--- src/rtl/iq_dac_sequencer.sv ---
// Stepped-sine DAC sequencer: divided phase counter driving a one-hot DAC level
// select plus square I/Q reference clocks (Q lags I by a quarter period).
module iq_dac_sequencer #(
    parameter int PHASE_BITS = 3,
    parameter int DIV_BITS   = 4,
    parameter int ALIGN_EN   = 0
) (
    input  logic                    Clk,
    input  logic                    Reset,
    input  logic [DIV_BITS-1:0]     Div,
    input  logic                    DacEnable,
    input  logic                    Sync,
    output logic [2**(PHASE_BITS-1):0] DacSel,
    output logic                    IP,
    output logic                    IN,
    output logic                    QP,
    output logic                    QN,
    output logic                    PeriodTick,
    output logic                    EnActive
);

    localparam int HB   = PHASE_BITS - 1;         // width of the half-period index
    localparam int M    = 2**(PHASE_BITS - 2);    // peak level magnitude
    localparam int SELW = 2*M + 1;

    logic [PHASE_BITS-1:0] r_phase;
    logic [DIV_BITS-1:0]   r_div_cnt;
    logic                  r_en_eff;
    logic                  r_wrap;

    logic                  w_step;
    logic                  w_wrap_step;
    logic                  w_s;
    logic [HB-1:0]         w_h;
    logic [HB:0]           w_rise;
    logic [HB:0]           w_fall;
    logic [HB:0]           w_mag;
    logic [SELW-1:0]       w_sel;
    logic [PHASE_BITS-1:0] w_q_phase;

    // >= rather than == so a Div lowered below the running count steps at once.
    assign w_step      = (r_div_cnt >= Div);
    assign w_wrap_step = w_step && (&r_phase);

    // NOTE: sequential state uses non-blocking assignments so every register
    // samples pre-edge values regardless of statement order.
    always_ff @(posedge Clk) begin
        if (Reset) begin
            r_phase   <= '0;
            r_div_cnt <= '0;
            r_en_eff  <= 1'b0;
            r_wrap    <= 1'b0;
        end else if (Sync) begin
            r_phase   <= '0;
            r_div_cnt <= '0;
            r_en_eff  <= DacEnable;
            r_wrap    <= 1'b0;
        end else begin
            r_wrap <= w_wrap_step;
            if (w_step) begin
                r_div_cnt <= '0;
                r_phase   <= r_phase + PHASE_BITS'(1);
                if (ALIGN_EN == 0 || w_wrap_step)
                    r_en_eff <= DacEnable;
            end else begin
                r_div_cnt <= r_div_cnt + DIV_BITS'(1);
            end
        end
    end

    // NOTE: every variable gets a default first so no path infers a latch.
    always_comb begin
        w_sel     = SELW'(1);
        w_s       = r_phase[PHASE_BITS-1];
        w_h       = r_phase[HB-1:0];
        w_rise    = {1'b0, w_h} + (HB+1)'(1);
        w_fall    = {1'b0, ~w_h};                 // ~h == H-1-h within HB bits
        w_mag     = (w_rise < w_fall) ? w_rise : w_fall;
        w_q_phase = r_phase - PHASE_BITS'(M);
        if (r_en_eff && (w_mag != '0)) begin
            if (!w_s)
                w_sel = SELW'(1) << w_mag;
            else
                w_sel = SELW'(1) << (M + int'(w_mag));
        end
    end

    always_ff @(posedge Clk) begin
        if (Reset) begin
            DacSel     <= SELW'(1);
            IP         <= 1'b1;
            IN         <= 1'b0;
            QP         <= 1'b0;
            QN         <= 1'b1;
            PeriodTick <= 1'b0;
            EnActive   <= 1'b0;
        end else begin
            DacSel     <= w_sel;
            IP         <= ~w_s;
            IN         <= w_s;
            QP         <= ~w_q_phase[PHASE_BITS-1];
            QN         <= w_q_phase[PHASE_BITS-1];
            PeriodTick <= r_wrap & ~Sync;
            EnActive   <= r_en_eff;
        end
    end

endmodule

--- config.mk ---
export PLATFORM = sky130hd
export DESIGN_NAME = iq_dac_sequencer
export DESIGN_NICKNAME = d
export VERILOG_FILES = /design/src/rtl/iq_dac_sequencer.sv
export SDC_FILE = /design/constraint.sdc
export NUM_CORES = 1
export LEC_CHECK = 0
export BUFFER_PORTS_ARGS = -buffer_cell sky130_fd_sc_hd__buf_2
export CORE_AREA = 3 3 46 48
export CTS_BUF_LIST = sky130_fd_sc_hd__clkbuf_4
export DETAILED_ROUTE_END_ITERATION = 16
export DIE_AREA = 0 0 49 51
export HOLD_SLACK_MARGIN = 0.08
export PLACE_DENSITY = 0.75
export SYNTH_ARGS = -nofsm -noshare
export SYNTH_HDL_FRONTEND = slang
export SYNTH_SLANG_ARGS = --single-unit
--- constraint.sdc ---
create_clock -name Clk -period 1.85 [get_ports Clk]
set_input_delay 0.185 -clock Clk [delete_from_list [all_inputs] [get_ports Clk]]
set_output_delay 0.185 -clock Clk [all_outputs]
set_load 0.02 [all_outputs]
======== After elaboration in Yosys (flattened, before gate mapping) ========
Index checks and enable logic that the tools add are counted.
storage, ports and cells
  bits of input ports ..................... 8
  word-level logic and storage cells ...... 38
  bits in registers ....................... 20
cells by class
  shift-type cells ........................ 2
  reductions and logical operators ........ 8
  add/sub/neg operators ................... 5
  $lt $le $gt $ge ......................... 2
  mux-type cells .......................... 4
  bitwise logic cells ..................... 6
operator list
  operator                                                             count
  5-bit 2-to-1 mux                                                     1
  1-bit by 3-bit left shift with 5-bit output (first input constant)   1
  1-bit by 4-bit left shift with 5-bit output (first input constant)   1
  2-bit by 3-bit adder with 4-bit output (first input constant)        1
  4-bit by 1-bit adder with 4-bit output (second input constant)       1
  4-bit >= comparator                                                  1
  1-bit NOT                                                            4
  2-bit OR reduction                                                   2
  2-bit by 1-bit adder with 3-bit output (second input constant)       1
  3-bit by 1-bit adder with 3-bit output (second input constant)       1
  3-bit by 2-bit < comparator with 1-bit output                        1
  3-bit 2-to-1 mux                                                     1
  3-bit AND reduction                                                  1
  3-bit nonzero test                                                   1
  3-bit OR reduction                                                   1
  3-bit by 2-bit subtractor with 3-bit output (second input constant)  1
  1-bit logical AND                                                    2
  1-bit 2-to-1 mux                                                     2
  2-bit NOT                                                            1
  2-bit nonzero test                                                   1
  1-bit AND                                                            1

======== Longest topological paths before layout ========
  depth in word-level cells ............... 7
  depth in mapped cells ................... 5
  gate-level depth less buffers ........... 5

======== Least setup slack after synthesis ========
No wires, ideal clock.
  path kind ............................... register to register
  from .................................... register r_div_cnt[0]
  to ...................................... register r_en_eff
  stages on the path, launching flop included .. 6
  path slack .............................. 0.447 ns
  buffers on the path ..................... 0
  setup time .............................. 0.121 ns
  arrival ................................. 1.281 ns
  clock period less this slack ............ 1.403 ns
  data required time ...................... 1.729 ns
  cell sequence ........................... dfxtp_1 -> inv_1 -> ha_1 -> nor3b_4 -> o211ai_2 -> mux2_4
on the way
  cells in the longest elaborated chain, start to end .. 2
RTL lines
  element                       line  text
  from (decl)                   27    logic [DIV_BITS-1:0] r_div_cnt;
  from (signal assigned)        66    r_div_cnt <= r_div_cnt + DIV_BITS'(1);
  4-bit >= comparator           42    assign w_step = (r_div_cnt >= Div);
  2-bit nonzero test (no line)  --
  to (signal assigned)          56    r_en_eff <= DacEnable;
  to (signal assigned)          64    r_en_eff <= DacEnable;
  to (decl)                     28    logic r_en_eff;
Every way passes these cells.
A chain may end at the register's enable or synchronous reset.

======== Final worst setup path ========
Same ends and word-level chain as after synthesis.

==> flow_summary.yaml <==
finish:
  synthToLayoutAreaGrowth_pct: 19.4
  instances_no_fill: 129
  final_util: 0.596
  regMostFlops: "DacSel"
  drive_above_1_share: 0.288
  insertedDiodeCount: 0
  fillers: 159
  final_nets: 123
  largest_reg_flops: 5
  top_regs: "DacSel x5, r_div_cnt x4, r_phase x3"
cts:
  cts_hold_buf: 0
  htreeDepth: 1
  clock_sinks: 20
  postCtsSetupRepairBufs: 0
  cts_resized: 0
  root_buffer: "clkbuf_4"
  numCtsBuffers: 3
  cts_tree: "built"
  clockBufferDepth: 2
  clock_latency_ns: 0.30
  clk_pin_slew_ns: 0.10
yosys:
  synthArstFlopShare: 0
  ys_seq_elements: 20
  synthXorXnorAreaFrac: 0.0302
  synth_area_um2: 871
  synthMuxAreaShare: 0.0761
  synth_fa_ha_area_frac: 0.144
  synth_top_family_by_area: "simple AND/OR/NAND/NOR gates"
  synth_compound_area_frac: 0.0589
  ys.flop_type: "dfxtp_1"
  synthSimpleGateAreaFrac: 0.187
  postSynthCellCount: 83
  ys_warn_count: 0
  yosysUniqueCellTypes: 25
  ys_seq_area_frac: 0.460
  avgSynthCellArea_um2: 10.5
  syn_nets: 101
  synth_edf_count: 0
routing:
  drt-initial-drc-count: 3
  wire_per_inst_um: 10.7
  detail-route-antenna-nets: 0
  via_per_inst: 4.61
  drc: 0
  first_pass_iters: 2
  finalWirelength_um: 1380
  vias: 595
setup_path:
  end_kind: "register"
  arrival_ns: 1.69
  worstPathMaxFanout: 3
  crit_required_ns: 2.03
  worst_setup_path_start_kind: "register"
  path_class: "register to register"
global_route:
  grt_pass1_wl_um: 2500
  grt_overflow_total: 0
  grt_pass1_vias: 603
  grt_max_degree: 13
  grt.total_usage: 0.131
  antenna_found_initial: 0
placed_design:
  dp_hpwl_um: 1050
  dpl.cell_count: 125
  routabilityCongestion: 0.756
  preCtsSetupSlack_ns: 0.377
  port_buffers: 18
sta:
  fmax_mhz: 663
  rsz0062_at_grt: "no"
  setup_viol: 0
  hold_viol: 0
  drv_slew: 0
  relSlewSlack: 0.589
  tightest_slew_ns: 0.615
  skew_ns: 0.0115
  fin_setup_tns_ns: 0
  fin_crit_sh: 0.815
  finalWorstSetupSlack_ns: 0.343
  period_needed_ns: 1.51
floorplan:
  initial_core_util: 0.499
  die_y_um: 51
  io_pins: 19
  dieWidth_um: 49
  core_area_um2: 1750
  die_area_um2: 2500
  row_count: 15
min_path:
  worstHoldPathType: "input port to register"
status:
  status: "finished clean"
power_and_ir_drop:
  p_leak_uw: 0.000527
  ir_drop_mv: 0.497
  power_density_nw_per_um2: 818
flow_run:
  max-cap-violations: 0
## cell families (layout without fill, tap and decap cells)
kind of cell	after synthesis	in the layout
muxes	6	6
AOI/OAI and AO/OA	6	6
xor gates and xnor gates	3	3
buffers and inverters	10	31
DFF	20	20
adders and majority gates	10	10
and+or+nand+nor	28	28
## final timing paths
kind                start    endpoint  slack (ns)  depth (start not counted)
max reg2reg  r_div_cnt[0]    r_en_eff        0.34                          5
min reg2reg        r_wrap  PeriodTick        0.45                          1
max          r_div_cnt[0]    r_en_eff        0.34                          5
min                 Reset          IN        0.14                          2
## critical path: stages (launching register included)
cell	delay, ns
dfxtp_1	0.37
inv_1	0.06
ha_1	0.30
nor3b_4	0.23
o211ai_2	0.13
mux2_4	0.31
## metrics by stage
stage               power (µW)  hold slack, ns  area, µm²
global placement           511           0.412        987
floorplan                  495           0.268        871
detailed placement         513           0.419        987
global route               895           0.138       1040
CTS                        861           0.134       1040
finish                     851           0.138       1040
## synthesized netlist by cell type (all sizes together), types with 3 or more instances
cell type | instances | area share
dfxtp | 20 | 0.46
ha | 10 | 0.14
mux2i | 4 | 0.046
and3 | 6 | 0.046
nor2b | 3 | 0.022
nand2 | 7 | 0.030
inv | 9 | 0.039
nand2b | 3 | 0.022
nor2 | 3 | 0.013
## report_power, final
part           switching (µW)  internal (µW)
Combinational            32.0           29.4
Clock                     129            219
Sequential               4.06            438
Total                     165            686
## placed cells by master, fill, tap and decap left out, types with 2 or more instances in the layout
master,instances
dfxtp_1,20
buf_2,18
ha_1,10
inv_1,9
nand2_1,7
mux2i_1,4
and3_1,4
nor2_1,3
nor2b_1,3
nand2b_1,3
clkbuf_4,3
o211ai_2,2
nand3_1,2
and3_2,2
xor2_1,2
## metal layers
metal  wire, µm  up-vias  share of wire  track usage
met2        653       12           0.47        0.217
li1           -      314              -            -
met4         38        0          0.028       0.0853
met3         60        4          0.043       0.0321
met1        628      265           0.45        0.150
met5          0        -              0            0
## layout make-up
class / instances / area [µm²] / area share
multi-input cells: 53 / 432 / 0.415
flip-flops and latches: 20 / 400 / 0.385
repair buffers: 18 / 90.1 / 0.0866
inverters: 9 / 33.8 / 0.0325
well taps: 25 / 31.3 / 0.0301
clock inverters: 1 / 30.0 / 0.0289
clock buffers: 3 / 22.5 / 0.0217
Note: power is estimated with default switching activity, not from simulation.
